`config.mk`:
```
export PLATFORM = sky130hd
export DESIGN_NAME = alu_sched
export DESIGN_NICKNAME = d
export VERILOG_FILES = /design/src/rtl/alu_sched_pkg.sv /design/src/rtl/alu_sched_rr_arbiter.sv /design/src/rtl/alu_sched.sv
export SDC_FILE = /design/constraint.sdc
export NUM_CORES = 1
export LEC_CHECK = 0
export ABC_AREA = 1
export CAP_MARGIN = 15
export CELL_PAD_IN_SITES_DETAIL_PLACEMENT = 0
export CELL_PAD_IN_SITES_GLOBAL_PLACEMENT = 1
export CORE_AREA = 2 2 109 111
export CTS_CLUSTER_SIZE = 25
export DETAILED_ROUTE_END_ITERATION = 8
export DIE_AREA = 0 0 111 113
export PLACE_DENSITY_LB_ADDON = 0.1
export SYNTH_ARGS = -nofsm -noshare
export SYNTH_HDL_FRONTEND = slang
export SYNTH_HIERARCHICAL = 1
export SYNTH_SLANG_ARGS = --single-unit
```
`constraint.sdc`:
```
create_clock -name clk -period 4.6 [get_ports clk]
set_input_delay 0.92 -clock clk [delete_from_list [all_inputs] [get_ports clk]]
set_output_delay 0.92 -clock clk [all_outputs]
set_load 0.02 [all_outputs]
```
`src/rtl/alu_sched_pkg.sv`:
```
// Shared opcodes, FSM states and operation record for the tinyalu scheduler.
package alu_sched_pkg;

  localparam logic [2:0]  OP_NOP     = 3'd0;
  localparam logic [2:0]  OP_ADD     = 3'd1;
  localparam logic [2:0]  OP_AND     = 3'd2;
  localparam logic [2:0]  OP_XOR     = 3'd3;
  localparam logic [2:0]  OP_MUL     = 3'd4;
  localparam logic [15:0] ERR_RESULT = 16'h0000;

  typedef enum logic [1:0] {
    IDLE,
    ISSUE,
    RESP
  } state_t;

  typedef struct packed {
    logic [2:0] op;
    logic [7:0] a;
    logic [7:0] b;
  } alu_req_t;

endpackage

```
`src/rtl/alu_sched_rr_arbiter.sv`:
```
// Round-robin one-hot arbiter; pointer holds the last granted index.
module rr_arbiter #(
  parameter int N = 4
) (
  input  logic         clk,
  input  logic         reset_n,
  input  logic [N-1:0] req,
  input  logic         advance,
  output logic [N-1:0] grant
);

  localparam int IW = $clog2(N);

  logic [IW-1:0] ptr;
  logic [IW-1:0] gidx;
  logic          hit;
  int            idx;

  // Walk farthest-to-nearest so the closest requester after ptr wins last.
  always_comb begin
    hit  = 1'b0;
    gidx = ptr;
    idx  = 0;
    for (int k = N; k >= 1; k--) begin
      idx = (int'(ptr) + k) % N;
      if (req[IW'(idx)]) begin
        hit  = 1'b1;
        gidx = IW'(idx);
      end
    end
  end

  assign grant = hit ? ({{(N-1){1'b0}}, 1'b1} << gidx) : '0;

  always_ff @(posedge clk or negedge reset_n) begin
    if (!reset_n)     ptr <= IW'(N - 1);
    else if (advance) ptr <= gidx;
  end

endmodule

```
`src/rtl/alu_sched.sv`:
```
// Shares one tinyalu between N_REQ requesters: round-robin accept, one op in
// flight, start held until done or timeout, tagged response with backpressure.
module alu_sched
  import alu_sched_pkg::*;
#(
  parameter int N_REQ   = 4,
  parameter int TIMEOUT = 16
) (
  input  logic                       clk,
  input  logic                       reset_n,
  input  logic [N_REQ-1:0]           req_valid,
  output logic [N_REQ-1:0]           req_ready,
  input  logic [N_REQ-1:0][7:0]      req_a,
  input  logic [N_REQ-1:0][7:0]      req_b,
  input  logic [N_REQ-1:0][2:0]      req_op,
  output logic                       rsp_valid,
  input  logic                       rsp_ready,
  output logic [$clog2(N_REQ)-1:0]   rsp_id,
  output logic [15:0]                rsp_result,
  output logic                       rsp_err,
  output logic                       alu_start,
  output logic [2:0]                 alu_op,
  output logic [7:0]                 alu_a,
  output logic [7:0]                 alu_b,
  input  logic                       alu_done,
  input  logic [15:0]                alu_result
);

  localparam int IW = $clog2(N_REQ);

  state_t           state;
  logic [7:0]       to_cnt;
  logic [7:0]       to_nxt;
  logic [N_REQ-1:0] grant;
  logic             accept;
  logic [IW-1:0]    sel;
  alu_req_t         pick;

  rr_arbiter #(.N(N_REQ)) u_arb (
    .clk     (clk),
    .reset_n (reset_n),
    .req     (req_valid),
    .advance (accept),
    .grant   (grant)
  );

  assign req_ready = (state == IDLE) ? grant : '0;
  assign accept    = |(req_valid & req_ready);

  always_comb begin
    sel = '0;
    for (int i = 0; i < N_REQ; i++)
      if (grant[i]) sel = IW'(i);
  end

  assign pick   = '{op: req_op[sel], a: req_a[sel], b: req_b[sel]};
  assign to_nxt = (to_cnt == 8'hFF) ? to_cnt : to_cnt + 8'd1;

  always_ff @(posedge clk or negedge reset_n) begin
    if (!reset_n) begin
      state      <= IDLE;
      to_cnt     <= '0;
      rsp_valid  <= 1'b0;
      rsp_id     <= '0;
      rsp_result <= '0;
      rsp_err    <= 1'b0;
      alu_start  <= 1'b0;
      alu_op     <= '0;
      alu_a      <= '0;
      alu_b      <= '0;
    end else begin
      case (state)
        IDLE: begin
          if (accept) begin
            rsp_id <= sel;
            alu_op <= pick.op;
            alu_a  <= pick.a;
            alu_b  <= pick.b;
            to_cnt <= '0;
            if (pick.op == OP_NOP) begin
              rsp_result <= ERR_RESULT;
              rsp_err    <= 1'b0;
              rsp_valid  <= 1'b1;
              state      <= RESP;
            end else if (pick.op <= OP_MUL) begin
              alu_start <= 1'b1;
              state     <= ISSUE;
            end else begin
              rsp_result <= ERR_RESULT;
              rsp_err    <= 1'b1;
              rsp_valid  <= 1'b1;
              state      <= RESP;
            end
          end
        end
        ISSUE: begin
          to_cnt <= to_nxt;
          // done takes priority over a timeout landing on the same edge
          if (alu_done) begin
            rsp_result <= alu_result;
            rsp_err    <= 1'b0;
            rsp_valid  <= 1'b1;
            alu_start  <= 1'b0;
            state      <= RESP;
          end else if (to_nxt >= 8'(TIMEOUT)) begin
            rsp_result <= ERR_RESULT;
            rsp_err    <= 1'b1;
            rsp_valid  <= 1'b1;
            alu_start  <= 1'b0;
            state      <= RESP;
          end
        end
        RESP: begin
          if (rsp_ready) begin
            rsp_valid <= 1'b0;
            state     <= IDLE;
          end
        end
        default: state <= IDLE;
      endcase
    end
  end

endmodule

```
-- Word level (Yosys, flattened, before mapping)
Index checks and enable logic that the tools add are counted.
- register bits: 52
- input bits: 100
- output and inout bits: 44
- logic and storage cells: 109
- add/sub/neg operators: 5
- order comparisons: 7
- eq/ne operators: 9
- shifts and indexed selects: 1
- mux-type cells: 64
- bitwise gates (word level): 1
- reduce and logical (&&, ||, !) cells: 11
- operator list (operator ; count):
    $mux 16 ; 5
    $bmux 8 s2 ; 2
    $mux 8 ; 4
    $pmux 16 s2 ; 1
    $mux 1 ; 27
    $mux 2 ; 12
    $lt 2x4->1 const B ; 4
    $pmux 8 s2 ; 1
    $reduce_and 5->1 ; 2
    $add 8x1->8 const B ; 1
    $bmux 1 s2 ; 4
    $eq 8x8->1 const B ; 1
    $ge 8x5->1 const B ; 1
    $mux 4 ; 2
    $bmux 3 s2 ; 1
    $ne 2x2->1 const B ; 3
    $ne 3x3->1 const B ; 2
    $pmux 2 s3 ; 1
    $add 2x1->2 const B ; 2
    $add 2x2->2 const B ; 2
    $and 4x4->4 ; 1
    $pmux 1 s2 ; 2
    $reduce_and 2->1 ; 2
    $reduce_and 4->1 ; 1
    14 further kinds ; 14

-- Longest topological paths before layout
Gate-level depths: netlist of the first run.
- depth after elaboration: 20
- mapped depth: 29
- mapped depth without buffers: 27

-- Cells and area by module
Netlist of the first run, hierarchy kept.
- modules (own cells, without submodules) (module ; instances ; cells each ; area each (um^2) ; seq. area each (um^2)):
    alu_sched ; 1 ; 389 ; 2877.8 ; 1251.2
    rr_arbiter ; 1 ; 61 ; 334.1 ; 52.6

-- Worst setup path after synthesis of the first run
Ideal clock, no wire load.
- path kind: input-to-reg
- start: input req_valid[3]
- end: register rsp_valid
- library setup time: 0.117 ns
- arrival time: 3.338 ns
- data required time: 4.483 ns
- path slack: 1.145 ns
- stages: 25
- buffers on the path: 3
- path through: inv_1 > nand2_1 > nand3_1 > nand2_1 > inv_1 > nand2_2 > nand2_2 > nand2_2 > nand3_1 > nor2_1 > buf_2 > inv_1 > o21ai_2 > inv_1 > buf_2 > o21bai_1 > nand2_1 > nor2_1 > inv_1 > ha_1 > nor3_1 > nor2_1 > nand3_4 > buf_12 > nand2_1
- word-level cells in the longest chain between the ends: 18
- elaborated cells between the ends (all ways): 38
- classes of those cells: order compare: 1; eq/ne: 2; shift: 1; mux: 30; bitwise: 1; reduce/logical: 3
- RTL lines (item ; line ; RTL):
    start, declared ; alu_sched.sv:11 ; input logic [N_REQ-1:0] req_valid,
    $bmux 1 s2 ; alu_sched_rr_arbiter.sv:26 ; if (req[IW'(idx)]) begin
    $mux 1 (implied by the code) (2 in series) ; alu_sched_rr_arbiter.sv:26 ;
    $mux 2 (4 in series) ; alu_sched_rr_arbiter.sv:26 ;
    $shl 1x2->4 ; alu_sched_rr_arbiter.sv:33 ; assign grant = hit ? ({{(N-1){1'b0}}, 1'b1} << gidx) : '0;
    $mux 4 * ; alu_sched_rr_arbiter.sv:33 ;
    via grant[1] ; alu_sched.sv:34 ; logic [N_REQ-1:0] grant;
    branches (longest 9 deep; another with $le 3x3->1) ; - ;
    end signal, assigned ; alu_sched.sv:83 ; rsp_valid <= 1'b1;
    end signal, assigned ; alu_sched.sv:91 ; rsp_valid <= 1'b1;
    end signal, assigned ; alu_sched.sv:102 ; rsp_valid <= 1'b1;
    end, declared ; alu_sched.sv:16 ; output logic rsp_valid,
Mark *: on every way through the listed nets, which the timed path passes. The select of a mux whose other input is x is not followed.
A chain may end at the register's enable or synchronous reset.

-- Final worst setup path of the first run
- start: input req_valid[2]
- end: output req_ready[2]
- word-level cells in the longest chain between the ends: 10
- elaborated cells between the ends (all ways): 23
- classes of those cells: shift: 1; mux: 22
- RTL lines (item ; line ; RTL):
    $bmux 1 s2 ; alu_sched_rr_arbiter.sv:26 ;
    $mux 1 (implied by the code) (2 in series) ; alu_sched_rr_arbiter.sv:26 ;
    $mux 2 (4 in series) ; alu_sched_rr_arbiter.sv:26 ;
    $shl 1x2->4 ; alu_sched_rr_arbiter.sv:33 ;
    $mux 4 * ; alu_sched_rr_arbiter.sv:33 ;
    via grant[2] ; alu_sched.sv:34 ;
    $mux 4 * ; alu_sched.sv:47 ; assign req_ready = (state == IDLE) ? grant : '0;
    end, declared ; alu_sched.sv:12 ; output logic [N_REQ-1:0] req_ready,
The timed path passes the listed nets; every way through them passes the cells marked *. The select of a mux whose other input is x is not followed.

==> results of run 1 <==
==> synthesized netlist by cell type (all sizes together) <==
cell and number:
nand2 169, nor2 62, dfrtp 50, o21ai 49, inv 34, nand3 25
o22ai 18, buf 12, a21oi 7, clkbuf 5, ha 3, nand4 3
o21bai 3, a31oi 2, dfstp 2, nor3 2, clkinv 1, o211ai 1
o31ai 1, or2 1
==> layout by cell type (no fill, tap or decap) <==
| cell | Yosys | final |
|---|---|---|
| nand3_2 | 2 | 2 |
| nand2_1 | 135 | 135 |
| o21ai_0 | 48 | 48 |
| dfrtp_1 | 50 | 50 |
| a31oi_1 | 2 | 2 |
| nand3_4 | 1 | 1 |
| o22ai_1 | 18 | 18 |
| nand3_1 | 22 | 22 |
| buf_4 | 1 | 13 |
| nor2_2 | 6 | 6 |
| clkinv_1 | 1 | 1 |
| nand4_1 | 2 | 2 |
| ha_1 | 3 | 3 |
| o211ai_1 | 1 | 1 |
| inv_2 | 5 | 5 |
| buf_2 | 9 | 1 |
| nand2_4 | 1 | 1 |
| o21ai_2 | 1 | 1 |
| or2_2 | 1 | 1 |
| nor2_1 | 54 | 54 |
| inv_6 | 1 | 3 |
| clkdlybuf4s50_1 | 0 | 142 |
| nand2_2 | 33 | 33 |
| clkinvlp_4 | 0 | 1 |
| dfstp_2 | 2 | 2 |
| nor3_1 | 2 | 2 |
| nor2_4 | 2 | 2 |
| clkbuf_16 | 0 | 5 |
| a21oi_1 | 7 | 7 |
| o21bai_1 | 3 | 3 |
| nand4_4 | 1 | 1 |
| inv_1 | 28 | 28 |
| o31ai_1 | 1 | 1 |
==> kinds of logic (layout without fill, tap and decap cells) <==
logic type	after synthesis	in the layout	share of synthesized area, %
AOI/OAI and AO/OA	81	81	13.9
buffers and inverters	52	199	7.44
and+or+nand+nor	262	262	36.9
adders and majority gates	3	3	1.17
DFF	52	52	40.6
==> final cells by class <==
type | count | area, µm² | area share [%]
inverter | 35 | 136 | 2.75
clock inverter | 3 | 25.0 | 0.504
sequential | 52 | 1300 | 26.3
tap | 143 | 179 | 3.61
clock buffer | 5 | 125 | 2.52
timing repair buffer | 156 | 1520 | 30.7
multi-input combinational | 346 | 1670 | 33.6
==> flip-flops by register name (all words and copies together), names as in the netlist <==
| register | cells |
|---|---|
| alu_a | 8 |
| alu_b | 8 |
| alu_op | 3 |
| alu_start | 1 |
| rsp_err | 1 |
| rsp_id | 2 |
| rsp_result | 16 |
| rsp_valid | 1 |
| state | 2 |
| to_cnt | 8 |
| u_arb/ptr | 2 |
==> per-layer routing <==
metal,vias to the layer above,part of all wire [%]
met5,-,0
met4,0,0.60
met3,7,6.9
met2,109,48
met1,1510,45
li1,1744,-
==> path summary, 6_finish.rpt <==
| kind | slack (ps) | end | startpoint | cells after the start |
|---|---|---|---|---|
| min in group asynchronous | 540 | to_cnt[4] | reset_n | 1 |
| max | 420 | req_ready[2] | req_valid[2] | 14 |
| max reg2reg | 1050 | rsp_err | u_arb/ptr[0] | 23 |
| min reg2reg | 470 | rsp_result[14] | rsp_result[14] | 2 |
| max in group asynchronous | 3250 | alu_a[4] | reset_n | 2 |
| min | 470 | rsp_result[14] | rsp_result[14] | 2 |
==> worst max-delay path, cell delays in order <==
cell	delay, ps
clkdlybuf4s50_1	520
nand2_1	80
nand2_2	90
nand2_2	60
nand2_1	100
inv_2	50
nand2_2	60
nand2_2	50
nand2_1	60
nand2_1	60
nor2_1	330
inv_1	100
nor2_1	150
clkdlybuf4s50_1	620
==> through the flow <==
step / hold WS, ps / util (%)
2_1_floorplan: 514 / -
3_3_place_gp: 454 / 42.7
3_5_place_dp: 459 / 42.7
4_1_cts: 478 / 44.0
5_1_grt: 500 / 44.0
6_report: 471 / 44.0
==> flow_metrics.py, run 1 <==
metrics = {
    "global_routing": {
        "overflow": 0,
        "use_met2_pct": 29.4,
        "grt-busiest-layer": "met2",
        "grt_usage_pct": 16.5,
        "use_met1_pct": 20.5,
        "grt_max_degree": 39,
        "grt_pass1_wl_um": 16800,
        "grtUsageMet3_pct": 4.34,
        "grt_pass1_vias": 3332,
        "antenna_found_initial": 0,
    },
    "routing": {
        "ant_nets": 0,
        "wire_per_inst_um": 14.1,
        "finalWirelength_um": 10400,
        "viasPerCell": 4.55,
        "drt_pre_antenna_iters": 4,
        "drc_errors": 0,
        "drt-initial-drc-count": 180,
        "vias": 3370,
    },
    "logic_synthesis": {
        "netlist.area_leader.share_pct": 39.0,
        "ys_seq_elements": 52,
        "syn_inst": 450,
        "synth_cell_types": 33,
        "syn_area_um2": 3210,
        "yosysSeqAreaShare_pct": 40.6,
        "avgSynthCellArea_um2": 7.14,
        "synth_top_area_cell": "dfrtp_1",
        "yosysWarnings": 6,
        "synth_nets": 553,
        "synth.top_cells.by_area": "dfrtp_1, nand2_1, o21ai_0, nand2_2, nor2_1",
    },
    "placed_design": {
        "portBuffers": 143,
        "dp.cells": 732,
        "gp_congestion": 0.796,
        "place.detailed.hpwl_um": 8120,
        "pre_cts_slack_ps": 250,
        "place_area_um2": 4810,
    },
    "timing": {
        "period_needed_ps": 4180,
        "fin_ws_ps": 422,
        "slew_viol_final": 0,
        "setup_viol": 0,
        "finalHoldViolCount": 0,
        "fin_crit_sh_pct": 90.8,
        "worstMarginPinSlew_ps": 1050,
        "fmax_mhz": 239,
        "fin_tns_setup_ps": 0,
        "max-slew-margin-rel_pct": 29.9,
        "rsz0062_at_grt": "no",
        "fin_worst_skew_ps": 7.93,
    },
    "critical_path": {
        "crit_type": "in2out",
        "startpoint_type": "input port",
        "worstPathArrival_ps": 3260,
        "required_ps": 3680,
        "path_max_fanout": 5,
        "cp-end-kind": "primary output",
    },
    "clocking": {
        "cts_resized": 0,
        "clockBufferDepth": 2,
        "holdBufCountCts": 0,
        "cts_sinks": 52,
        "root_buffer": "clkbuf_16",
        "clk_pin_slew_worst_paths_ps": 70,
        "numCtsBuffers": 5,
        "cts_tree": "yes",
        "cts_setup_buffers": 0,
        "clk_latency_ps": 290,
        "htree_levels": 2,
    },
    "floorplan": {
        "die_y_um": 113,
        "core_um2": 11300,
        "die_w_um": 111,
        "dieArea_um2": 12500,
        "ioPinCount": 144,
        "initial_core_util_pct": 28.5,
        "rows": 39,
    },
    "final_layout": {
        "antenna_cells": 0,
        "nets": 699,
        "final.fill_count": 1145,
        "drive_above_1_share_pct": 13.1,
        "fin_area_um2": 4960,
        "area_delta_synth_final_pct": 54.5,
        "stdcell_count": 740,
    },
    "worst_hold_path": {
        "hold_path.class": "reg2reg",
    },
    "run_status": {
        "outcome": "finished, final reports clean",
    },
    "job": {
        "cap_violations": 0,
    },
}
Power of run 1 is not shown: default switching activity piles up to over one toggle a cycle in this logic, so the estimate is an artifact.
==> inputs of run 2 (changes only) <==
--- a/config.mk
+++ b/config.mk
@@ -6,7 +6,7 @@
 export NUM_CORES = 1
 export LEC_CHECK = 0
 export ABC_AREA = 1
-export CAP_MARGIN = 15
+export CAP_MARGIN = 20
 export CELL_PAD_IN_SITES_DETAIL_PLACEMENT = 0
 export CELL_PAD_IN_SITES_GLOBAL_PLACEMENT = 1
 export CORE_AREA = 2 2 109 111
==> results of run 2 <==
No change in the layout: final DEF, timing and power equal those of run 1.
Power of run 2 is left out for the same reason.
==> inputs of run 3 (changes only) <==
--- a/config.mk
+++ b/config.mk
@@ -9,12 +9,13 @@
 export CAP_MARGIN = 20
 export CELL_PAD_IN_SITES_DETAIL_PLACEMENT = 0
 export CELL_PAD_IN_SITES_GLOBAL_PLACEMENT = 1
-export CORE_AREA = 2 2 109 111
+export CORE_AREA = 2 2 104 116
 export CTS_CLUSTER_SIZE = 25
 export DETAILED_ROUTE_END_ITERATION = 8
-export DIE_AREA = 0 0 111 113
+export DIE_AREA = 0 0 106 118
 export PLACE_DENSITY_LB_ADDON = 0.1
 export SYNTH_ARGS = -nofsm -noshare
 export SYNTH_HDL_FRONTEND = slang
 export SYNTH_HIERARCHICAL = 1
 export SYNTH_SLANG_ARGS = --single-unit
+export TNS_END_PERCENT = 5
==> flow_metrics.py, run 3 (synthesis gave the netlist of run 1 again) <==
metrics = {
    "clocking": {
        "holdBufCountCts": 0,
        "htree_levels": 2,
        "cts_setup_buffers": 0,
        "cts_tree": "yes",
        "cts_resized": 0,
        "numCtsBuffers": 5,
        "clk_latency_ps": 300,
        "root_buffer": "clkbuf_16",
        "cts_sinks": 52,
        "clockBufferDepth": 2,
        "clk_pin_slew_worst_paths_ps": 70,
    },
    "routing": {
        "drc_errors": 0,
        "viasPerCell": 4.64,
        "wire_per_inst_um": 14.5,
        "drt-initial-drc-count": 123,
        "drt_pre_antenna_iters": 4,
        "vias": 3458,
        "ant_nets": 0,
        "finalWirelength_um": 10800,
    },
    "timing": {
        "setup_viol": 0,
        "slew_viol_final": 0,
        "finalHoldViolCount": 0,
        "rsz0062_at_grt": "no",
        "fin_worst_skew_ps": 9.91,
        "fmax_mhz": 236,
        "fin_crit_sh_pct": 91.9,
        "whs_ps": 476,
        "period_needed_ps": 4230,
        "fin_tns_setup_ps": 0,
        "max-slew-margin-rel_pct": 54.1,
        "worstMarginPinSlew_ps": 689,
    },
    "final_layout": {
        "drive_above_1_share_pct": 12.8,
        "layout_common_cells": "clkdlybuf4s50_1, nand2_1, nor2_1, dfrtp_1, o21ai_0",
        "largest_register_ffs": 16,
        "largest-register": "rsp_result",
        "nets": 697,
        "antenna_cells": 0,
        "area_delta_synth_final_pct": 54.4,
        "fin_area_um2": 4960,
        "final_common_cell": "clkdlybuf4s50_1",
    },
    "global_routing": {
        "grt_max_degree": 53,
        "grt_usage_pct": 17.5,
        "grt_pass1_wl_um": 17300,
        "antenna_found_initial": 0,
        "grt_pass1_vias": 3359,
        "overflow": 0,
    },
    "floorplan": {
        "core_um2": 11300,
        "initial_core_util_pct": 28.3,
        "dieArea_um2": 12500,
        "die_w_um": 106,
        "rows": 41,
        "ioPinCount": 144,
        "die_y_um": 118,
    },
    "critical_path": {
        "required_ps": 3680,
        "r2r_cells": 23,
        "cp-end-kind": "primary output",
        "startpoint_type": "input port",
        "r2r_slack_ps": 980,
        "crit_type": "in2out",
        "worstPathArrival_ps": 3310,
        "path_max_fanout": 4,
        "r2r-start": "u_arb/ptr[0]",
        "r2r-end": "rsp_result[13]",
    },
    "worst_hold_path": {
        "whs_endpoint": "rsp_result[13]",
        "min_path_cells": 2,
        "hold_path.class": "reg2reg",
        "hp-start": "rsp_result[13]",
    },
    "placed_design": {
        "gp_congestion": 0.777,
        "portBuffers": 143,
        "place.detailed.hpwl_um": 7990,
        "place_area_um2": 4800,
    },
    "job": {
        "cap_violations": 0,
    },
    "run_status": {
        "outcome": "finished, final reports clean",
    },
}
[run 3: worst max path at each step]
stage	startpoint	end	slack, ps
3_5_place_dp	req_valid[3]	rsp_result[14]	230
3_3_place_gp	req_valid[3]	rsp_valid	290
6_report	req_valid[3]	req_ready[2]	370
5_1_grt	req_valid[3]	rsp_result[15]	160
2_1_floorplan	req_valid[3]	rsp_valid	1140
4_1_cts	req_valid[3]	req_ready[2]	350
[run 3: final cells by class]
class / count / area, µm²
fill: 1162 / 6380
multi-input combinational: 346 / 1670
timing repair buffer: 154 / 1510
sequential: 52 / 1300
tap: 150 / 188
inverter: 35 / 136
clock buffer: 5 / 125
clock inverter: 3 / 27.5
[run 3: per-stage QoR]
step / instances / setup WS, ps / util, %
4_1_cts: 744 / 350 / 43.7
3_5_place_dp: 736 / 229 / 42.3
6_report: 745 / 371 / 43.7
2_1_floorplan: 450 / 1140 / -
5_1_grt: 745 / 164 / 43.7
3_3_place_gp: 736 / 293 / 42.3
[run 3: metal layers]
layer	track usage, %	share of wire [%]
met5	0	0
met4	4.44	1.0
met3	4.32	6.3
met2	29.8	49
met1	22.2	43
[run 3: critical path, cell delays in order]
cell	delay [ps]
clkdlybuf4s50_1	520
inv_1	50
nand2_1	70
nand3_1	100
nand2_1	80
inv_1	40
nand2_2	70
nand3_2	80
nand2_1	70
nand2_1	60
nor2_1	300
buf_4	180
inv_1	50
nor2_1	100
clkdlybuf4s50_1	610
Power of run 3 is left out for the same reason.
